===== src/rtl/serial_cmp_seq_pkg.sv =====
// Shared encodings and width helpers for the serial operand sequencers.
package serial_cmp_seq_pkg;

   localparam logic [1:0] SEQ_IDLE = 2'd0;
   localparam logic [1:0] SEQ_RUN  = 2'd1;
   localparam logic [1:0] SEQ_DONE = 2'd2;

   typedef enum logic [1:0] {
      ST_IDLE = SEQ_IDLE,
      ST_RUN  = SEQ_RUN,
      ST_DONE = SEQ_DONE
   } seq_state_t;

   // Width needed to count from 0 up to npair inclusive.
   function automatic int unsigned cnt_width(input int unsigned npair);
      return $clog2(npair + 1);
   endfunction

endpackage


===== src/rtl/serial_cmp_seq_if.sv =====
// Start/done request bus between a requester and the serial comparator.
interface serial_cmp_seq_if #(
   parameter int unsigned WIDTH = 8
);
   localparam int unsigned CW = serial_cmp_seq_pkg::cnt_width(WIDTH / 2);

   logic             start;
   logic [WIDTH-1:0] a;
   logic [WIDTH-1:0] b;
   logic             busy;
   logic             done;
   logic             g;
   logic             e;
   logic             s;
   logic [CW-1:0]    pairs;

   modport master (
      output start, a, b,
      input  busy, done, g, e, s, pairs
   );

   modport slave (
      input  start, a, b,
      output busy, done, g, e, s, pairs
   );

endinterface


===== src/rtl/serial_cmp_seq_cmp2_slice.sv =====
// Combinational 2-bit unsigned magnitude comparator built from two 1-bit compares.
module cmp2_slice (
   input  logic [1:0] x,
   input  logic [1:0] y,
   output logic       gt,
   output logic       eq,
   output logic       lt
);

   logic gt1, eq1, lt1;
   logic gt0, eq0, lt0;

   assign gt1 = x[1] & ~y[1];
   assign eq1 = ~(x[1] ^ y[1]);
   assign lt1 = ~x[1] & y[1];

   assign gt0 = x[0] & ~y[0];
   assign eq0 = ~(x[0] ^ y[0]);
   assign lt0 = ~x[0] & y[0];

   assign gt = gt1 | (eq1 & gt0);
   assign eq = eq1 & eq0;
   assign lt = lt1 | (eq1 & lt0);

endmodule


===== src/rtl/serial_cmp_seq.sv =====
// MSB-first serial magnitude comparator: one 2-bit pair per cycle, stops at the
// first unequal pair and reports one-hot g/e/s plus the number of pairs examined.
module serial_cmp_seq
   import serial_cmp_seq_pkg::*;
#(
   parameter int unsigned WIDTH = 8
) (
   input  logic            clk,
   input  logic            rst,
   serial_cmp_seq_if.slave bus
);

   localparam int unsigned NPAIR = WIDTH / 2;
   localparam int unsigned CW    = cnt_width(NPAIR);
   localparam int unsigned IW    = (NPAIR > 1) ? $clog2(NPAIR) : 1;
   localparam int unsigned SW    = $clog2(WIDTH);

   seq_state_t       state_q, state_d;
   logic [WIDTH-1:0] ra_q, ra_d;
   logic [WIDTH-1:0] rb_q, rb_d;
   logic [IW-1:0]    idx_q, idx_d;
   logic [CW-1:0]    cnt_q, cnt_d;
   logic             busy_q, busy_d;
   logic             done_q, done_d;
   logic             g_q, g_d;
   logic             e_q, e_d;
   logic             s_q, s_d;

   logic [SW-1:0]    lsb;
   logic             sl_gt, sl_eq, sl_lt;

   // Low bit index of the pair currently selected by idx.
   assign lsb = SW'({idx_q, 1'b0});

   cmp2_slice u_slice (
      .x  (ra_q[lsb +: 2]),
      .y  (rb_q[lsb +: 2]),
      .gt (sl_gt),
      .eq (sl_eq),
      .lt (sl_lt)
   );

   always_ff @(posedge clk) begin
      if (rst) begin
         state_q <= ST_IDLE;
         ra_q    <= '0;
         rb_q    <= '0;
         idx_q   <= '0;
         cnt_q   <= '0;
         busy_q  <= 1'b0;
         done_q  <= 1'b0;
         g_q     <= 1'b0;
         e_q     <= 1'b0;
         s_q     <= 1'b0;
      end else begin
         state_q <= state_d;
         ra_q    <= ra_d;
         rb_q    <= rb_d;
         idx_q   <= idx_d;
         cnt_q   <= cnt_d;
         busy_q  <= busy_d;
         done_q  <= done_d;
         g_q     <= g_d;
         e_q     <= e_d;
         s_q     <= s_d;
      end
   end

   // Next state; a request is accepted in IDLE and in DONE (back-to-back).
   always_comb begin
      state_d = state_q;
      ra_d    = ra_q;
      rb_d    = rb_q;
      idx_d   = idx_q;
      cnt_d   = cnt_q;
      g_d     = g_q;
      e_d     = e_q;
      s_d     = s_q;
      busy_d  = 1'b0;
      done_d  = 1'b0;

      unique case (state_q)
         ST_IDLE, ST_DONE: begin
            state_d = ST_IDLE;
            if (bus.start) begin
               state_d = ST_RUN;
               ra_d    = bus.a;
               rb_d    = bus.b;
               idx_d   = IW'(NPAIR - 1);
               cnt_d   = '0;
               g_d     = 1'b0;
               e_d     = 1'b0;
               s_d     = 1'b0;
            end
         end
         ST_RUN: begin
            cnt_d = cnt_q + CW'(1);
            if (sl_gt || sl_lt) begin
               state_d = ST_DONE;
               g_d     = sl_gt;
               s_d     = sl_lt;
               e_d     = 1'b0;
            end else if (idx_q == '0) begin
               state_d = ST_DONE;
               e_d     = sl_eq;
            end else begin
               idx_d = idx_q - IW'(1);
            end
         end
         default: state_d = ST_IDLE;
      endcase

      busy_d = (state_d == ST_RUN);
      done_d = (state_d == ST_DONE);
   end

   assign bus.busy  = busy_q;
   assign bus.done  = done_q;
   assign bus.g     = g_q;
   assign bus.e     = e_q;
   assign bus.s     = s_q;
   assign bus.pairs = cnt_q;

endmodule


===== src/flat_wrapper.sv =====
// flat-port wrapper written by rule: the top's interface ports become plain ports
module serial_cmp_seq_flat import serial_cmp_seq_pkg::*;
#(
   parameter int unsigned WIDTH = 8
)
  (clk, rst, bus_start, bus_a, bus_b, bus_busy, bus_done, bus_g, bus_e, bus_s, bus_pairs);
  serial_cmp_seq_if #(.WIDTH(WIDTH)) bus_i ();
  input  logic clk;
  input  logic rst;
  input wire logic [$bits(bus_i.start)-1:0] bus_start;
  input wire logic [$bits(bus_i.a)-1:0] bus_a;
  input wire logic [$bits(bus_i.b)-1:0] bus_b;
  output wire logic [$bits(bus_i.busy)-1:0] bus_busy;
  output wire logic [$bits(bus_i.done)-1:0] bus_done;
  output wire logic [$bits(bus_i.g)-1:0] bus_g;
  output wire logic [$bits(bus_i.e)-1:0] bus_e;
  output wire logic [$bits(bus_i.s)-1:0] bus_s;
  output wire logic [$bits(bus_i.pairs)-1:0] bus_pairs;
  assign bus_i.start = bus_start;
  assign bus_i.a = bus_a;
  assign bus_i.b = bus_b;
  assign bus_busy = bus_i.busy;
  assign bus_done = bus_i.done;
  assign bus_g = bus_i.g;
  assign bus_e = bus_i.e;
  assign bus_s = bus_i.s;
  assign bus_pairs = bus_i.pairs;
  serial_cmp_seq #(.WIDTH(WIDTH)) u_core (.clk(clk), .rst(rst), .bus(bus_i));
endmodule

===== config.mk =====
export PLATFORM = sky130hd
export DESIGN_NAME = serial_cmp_seq_flat
export DESIGN_NICKNAME = d
export VERILOG_FILES = /design/src/rtl/serial_cmp_seq_pkg.sv /design/src/rtl/serial_cmp_seq_if.sv /design/src/rtl/serial_cmp_seq_cmp2_slice.sv /design/src/rtl/serial_cmp_seq.sv /design/src/flat_wrapper.sv
export SDC_FILE = /design/constraint.sdc
export NUM_CORES = 1
export LEC_CHECK = 0
export BUFFER_PORTS_ARGS = -buffer_cell sky130_fd_sc_hd__buf_2
export CAP_MARGIN = 30
export CORE_AREA = 2 2 63 65
export DETAILED_ROUTE_END_ITERATION = 6
export DIE_AREA = 0 0 65 67
export SLEW_MARGIN = 10
export SYNTH_ARGS = -nofsm -noshare
export SYNTH_HDL_FRONTEND = slang
export SYNTH_HIERARCHICAL = 1
export SYNTH_SLANG_ARGS = --single-unit

===== constraint.sdc =====
create_clock -name clk -period 2.2 [get_ports clk]
set_clock_uncertainty 0.1 [all_clocks]
set_input_delay 0.11 -clock clk [delete_from_list [all_inputs] [get_ports clk]]
set_output_delay 0.11 -clock clk [all_outputs]
set_load 0.01 [all_outputs]

==> key figures <==
Run status
  • Run status: complete, no violations

Timing
  • RSZ-0062 raised after global routing: yes
  • Final count of pins violating max slew: 0
  • Post-route worst hold slack: 0.1898 ns
  • Max_slew headroom: 65.80%
  • Minimum clock period after layout: 2.200 ns
  • Setup_tns: 0 ns
  • Transition time of the tightest slew-check pin: 0.5130 ns
  • Final Hold Violating Endpoints: 0
  • Fraction of the cycle the final worst path needs: 100.0%
  • Final setup viols: 0
  • Max Clock Freq: 454.6 MHz

Logic synthesis
  • Register bit total from synthesis: 28
  • Mean area per synthesized cell: 9.108 um2
  • Share of flip-flops with an asynchronous set or reset: 0%
  • Count of flip-flops with a built-in enable after synthesis: 0
  • Synthesized instance count: 136
  • Synth unique cells: 28
  • Top FF cell, synth: dfxtp_1
  • Synthesis Warnings: 6
  • Net count after synthesis: 161
  • Netlist Area Pre-Place: 1239 um2
  • Sequential-to-total area share from yosys stat: 45.25%

Die
  • Floorplan die height: 67 um
  • Standard cell core area: 3606 um2
  • Total die area: 4355 um2
  • Total I/O pin count: 27
  • Initial core utilization: 34.35%
  • Horiz. Die Dim: 65 um
  • Number of rows created at floorplan: 22

Clocking
  • CTS max path bufs: 2
  • Clock Pin Slew Worst Setup and Hold Paths: 0.09 ns
  • Clock sink total: 28
  • Clock tree from TritonCTS: done
  • Clock latency on the worst-skew pair: 0.27 ns
  • Number of buffers added by the clock tree synthesis step: 3
  • # H-tree levels: 1
  • Buffer cell driving the clock tree root: clkbuf_8

Finish
  • Share of final-layout standard cells stronger than drive strength 1: 29.19%
  • Most used cells in the layout excluding fill and tap cells: nand2_1, dfxtp_1, buf_2
  • Synth-to-Final Area Change: 38.69%
  • Leading cell type in the layout, fill and taps excluded: nand2_1
  • Filler instances: 348
  • Final antenna diode count: 0
  • Number of nets in the layout: 211

Power and ir drop
  • Int Pwr: 0.8700 mW
  • Static power due to leakage: 0.7219 nW
  • Pwr Density: 693.7 nW/um2
  • Portion of total power attributed to sequential cells: 47.6%
  • Combinational Power Share: 25.6%
  • Clock group share of total power: 26.7%
  • Switching portion of total power: 26.99%
  • Sw Pwr: 0.3216 mW
  • Peak VDD IR: 0.3295 mV

Flow run
  • Number of maximum-capacitance constraint violations: 0

Drt
  • Drt initial violations: 47
  • Antenna viol nets, final: 0
  • Total Wirelength: 2.707 mm
  • Vias: 1083
  • First-pass detailed-route iteration total: 4
  • Post-DR vias/cell: 4.648
  • Routed wire per std cell: 11.62 um
  • Detailed-route DRC error count: 0

GRT
  • Vias in the first global route: 1103
  • Overflow left after global routing: 0
  • Maximum number of pins on one net before global-route repair: 29
  • Number of antenna violations at the first check in global routing: 0
  • First-pass GRT wire length: 4.560 mm
  • All-layer global routing usage: 13.57%

Setup path
  • Data required time at the worst endpoint: 2.27 ns
  • Top fanout value on the critical path: 5
  • Crit path kind: reg2reg
  • Kind of launch point of the worst setup path: flip-flop
  • Signal arrival time at the worst endpoint: 2.27 ns
  • Nature of the critical path endpoint: flip-flop

Place
  • Number of I/O port buffers: 26
  • HPWL after detailed placement: 1.919 mm
  • Final weighted congestion in routability-driven placement: 0.7408

Worst hold path
  • Worst Hold Class: in2reg
==> flip-flops by register name (all words and copies together) (netlist names) <==
register	cells
u_core/bus.done	1
u_core/bus.busy	1
u_core/bus.e	1
u_core/bus.s	1
u_core/bus.g	1
u_core/bus.pairs	3
u_core/idx_q	2
u_core/state_q	2
u_core/rb_q	8
u_core/ra_q	8
==> per-layer routing <==
layer | up-vias | routed length (um) | global-route usage, %
met2 | 24 | 1322 | 26.16
met3 | 4 | 98 | 2.534
li1 | 556 | - | -
met4 | 0 | 24 | 3.989
met5 | - | 0 | 0
met1 | 499 | 1262 | 14.97
==> cells by family (layout without fill, tap and decap cells) <==
group / count (synthesis) / after routing / share of synthesized area (%)
AO/OA/AOI/OAI: 29 / 29 / 14.04
AND/OR/NAND/NOR: 54 / 54 / 20.71
XOR/XNOR: 1 / 1 / 0.7072
multiplexers: 4 / 4 / 7.273
adder cells (fa/ha/maj): 6 / 6 / 6.060
buffers and inverters: 14 / 63 / 5.958
flip-flops: 28 / 28 / 45.25
==> power groups by stage <==
| stage | Clock [mW] | Sequential, mW | Combinational (mW) |
|---|---|---|---|
| after detailed placement | 0 | 0.580 | 0.238 |
| final | 0.319 | 0.567 | 0.306 |
| after CTS | 0.327 | 0.568 | 0.285 |
| after global placement | 0 | 0.579 | 0.227 |
| after global routing | 0.348 | 0.572 | 0.336 |
| after floorplan | 0 | 0.573 | 0.169 |
==> through the flow <==
| step | cell area, um2 | std cells | setup WS, ns | power, mW | util, % |
|---|---|---|---|---|---|
| floorplan | 1257 | 136 | 0.04095 | 0.7418 | - |
| global placement | 1443 | 209 | -0.04269 | 0.8055 | 40.01 |
| detailed placement | 1443 | 209 | -0.1257 | 0.8178 | 40.01 |
| CTS | 1692 | 233 | 0.01518 | 1.179 | 46.91 |
| global route | 1718 | 233 | -0.08185 | 1.257 | 47.64 |
| finish | 1718 | 233 | 0.00002753 | 1.192 | 47.64 |
==> cell usage after synthesis, types with 2 or more instances <==
cell	count	area, um2
nand2_1	33	123.9
dfxtp_1	28	560.5
a21oi_1	23	115.1
ha_1	6	75.07
inv_1	6	22.52
mux4_2	4	90.09
nand3_1	4	20.02
buf_4	3	22.52
nand2b_1	3	18.77
nand3b_1	3	22.52
nor2_1	3	11.26
nor3_1	3	15.01
a21o_1	2	15.01
==> critical path, stage by stage, from the launching register on <==
cell,delay (ns)
dfxtp_4,0.39
mux4_2,0.56
ha_4,0.27
a21o_1,0.21
nor3_4,0.24
buf_6,0.15
a31o_2,0.15
a21oi_1,0.03
==> layout make-up <==
type / instances / area (um2) / area share, %
Clock buffer: 4 / 55.05 / 3.205
Inverter: 6 / 22.52 / 1.311
Tap cell: 48 / 60.06 / 3.496
Multi-Input combinational cell: 94 / 628.1 / 36.56
Sequential cell: 28 / 564.3 / 32.85
Timing Repair Buffer: 53 / 387.9 / 22.58
==> worst paths after layout <==
kind,startpoint,to,slack [ns],cells past startpoint
worst max-delay path,u_core/idx_q[0],u_core/idx_q[0],0.00003,7
worst min-delay path,rst,u_core/state_q[0],0.19,2
worst max register to register,u_core/idx_q[0],u_core/idx_q[0],0.00003,7
worst min register to register,u_core/rb_q[4],u_core/rb_q[4],0.36,2
==> what timing repair did <==
| action | 4_1_cts | 5_1_grt |
|---|---|---|
| setup buffers | 4 | 0 |
| endpoints found under the hold margin | 16 | 0 |
| resized for setup | 2 | 6 |
| endpoints found under the setup margin | 8 | 7 |
| hold buffers | 16 | 0 |
| pin swaps | 4 | 7 |
Note: power is estimated with default switching activity, not from simulation.
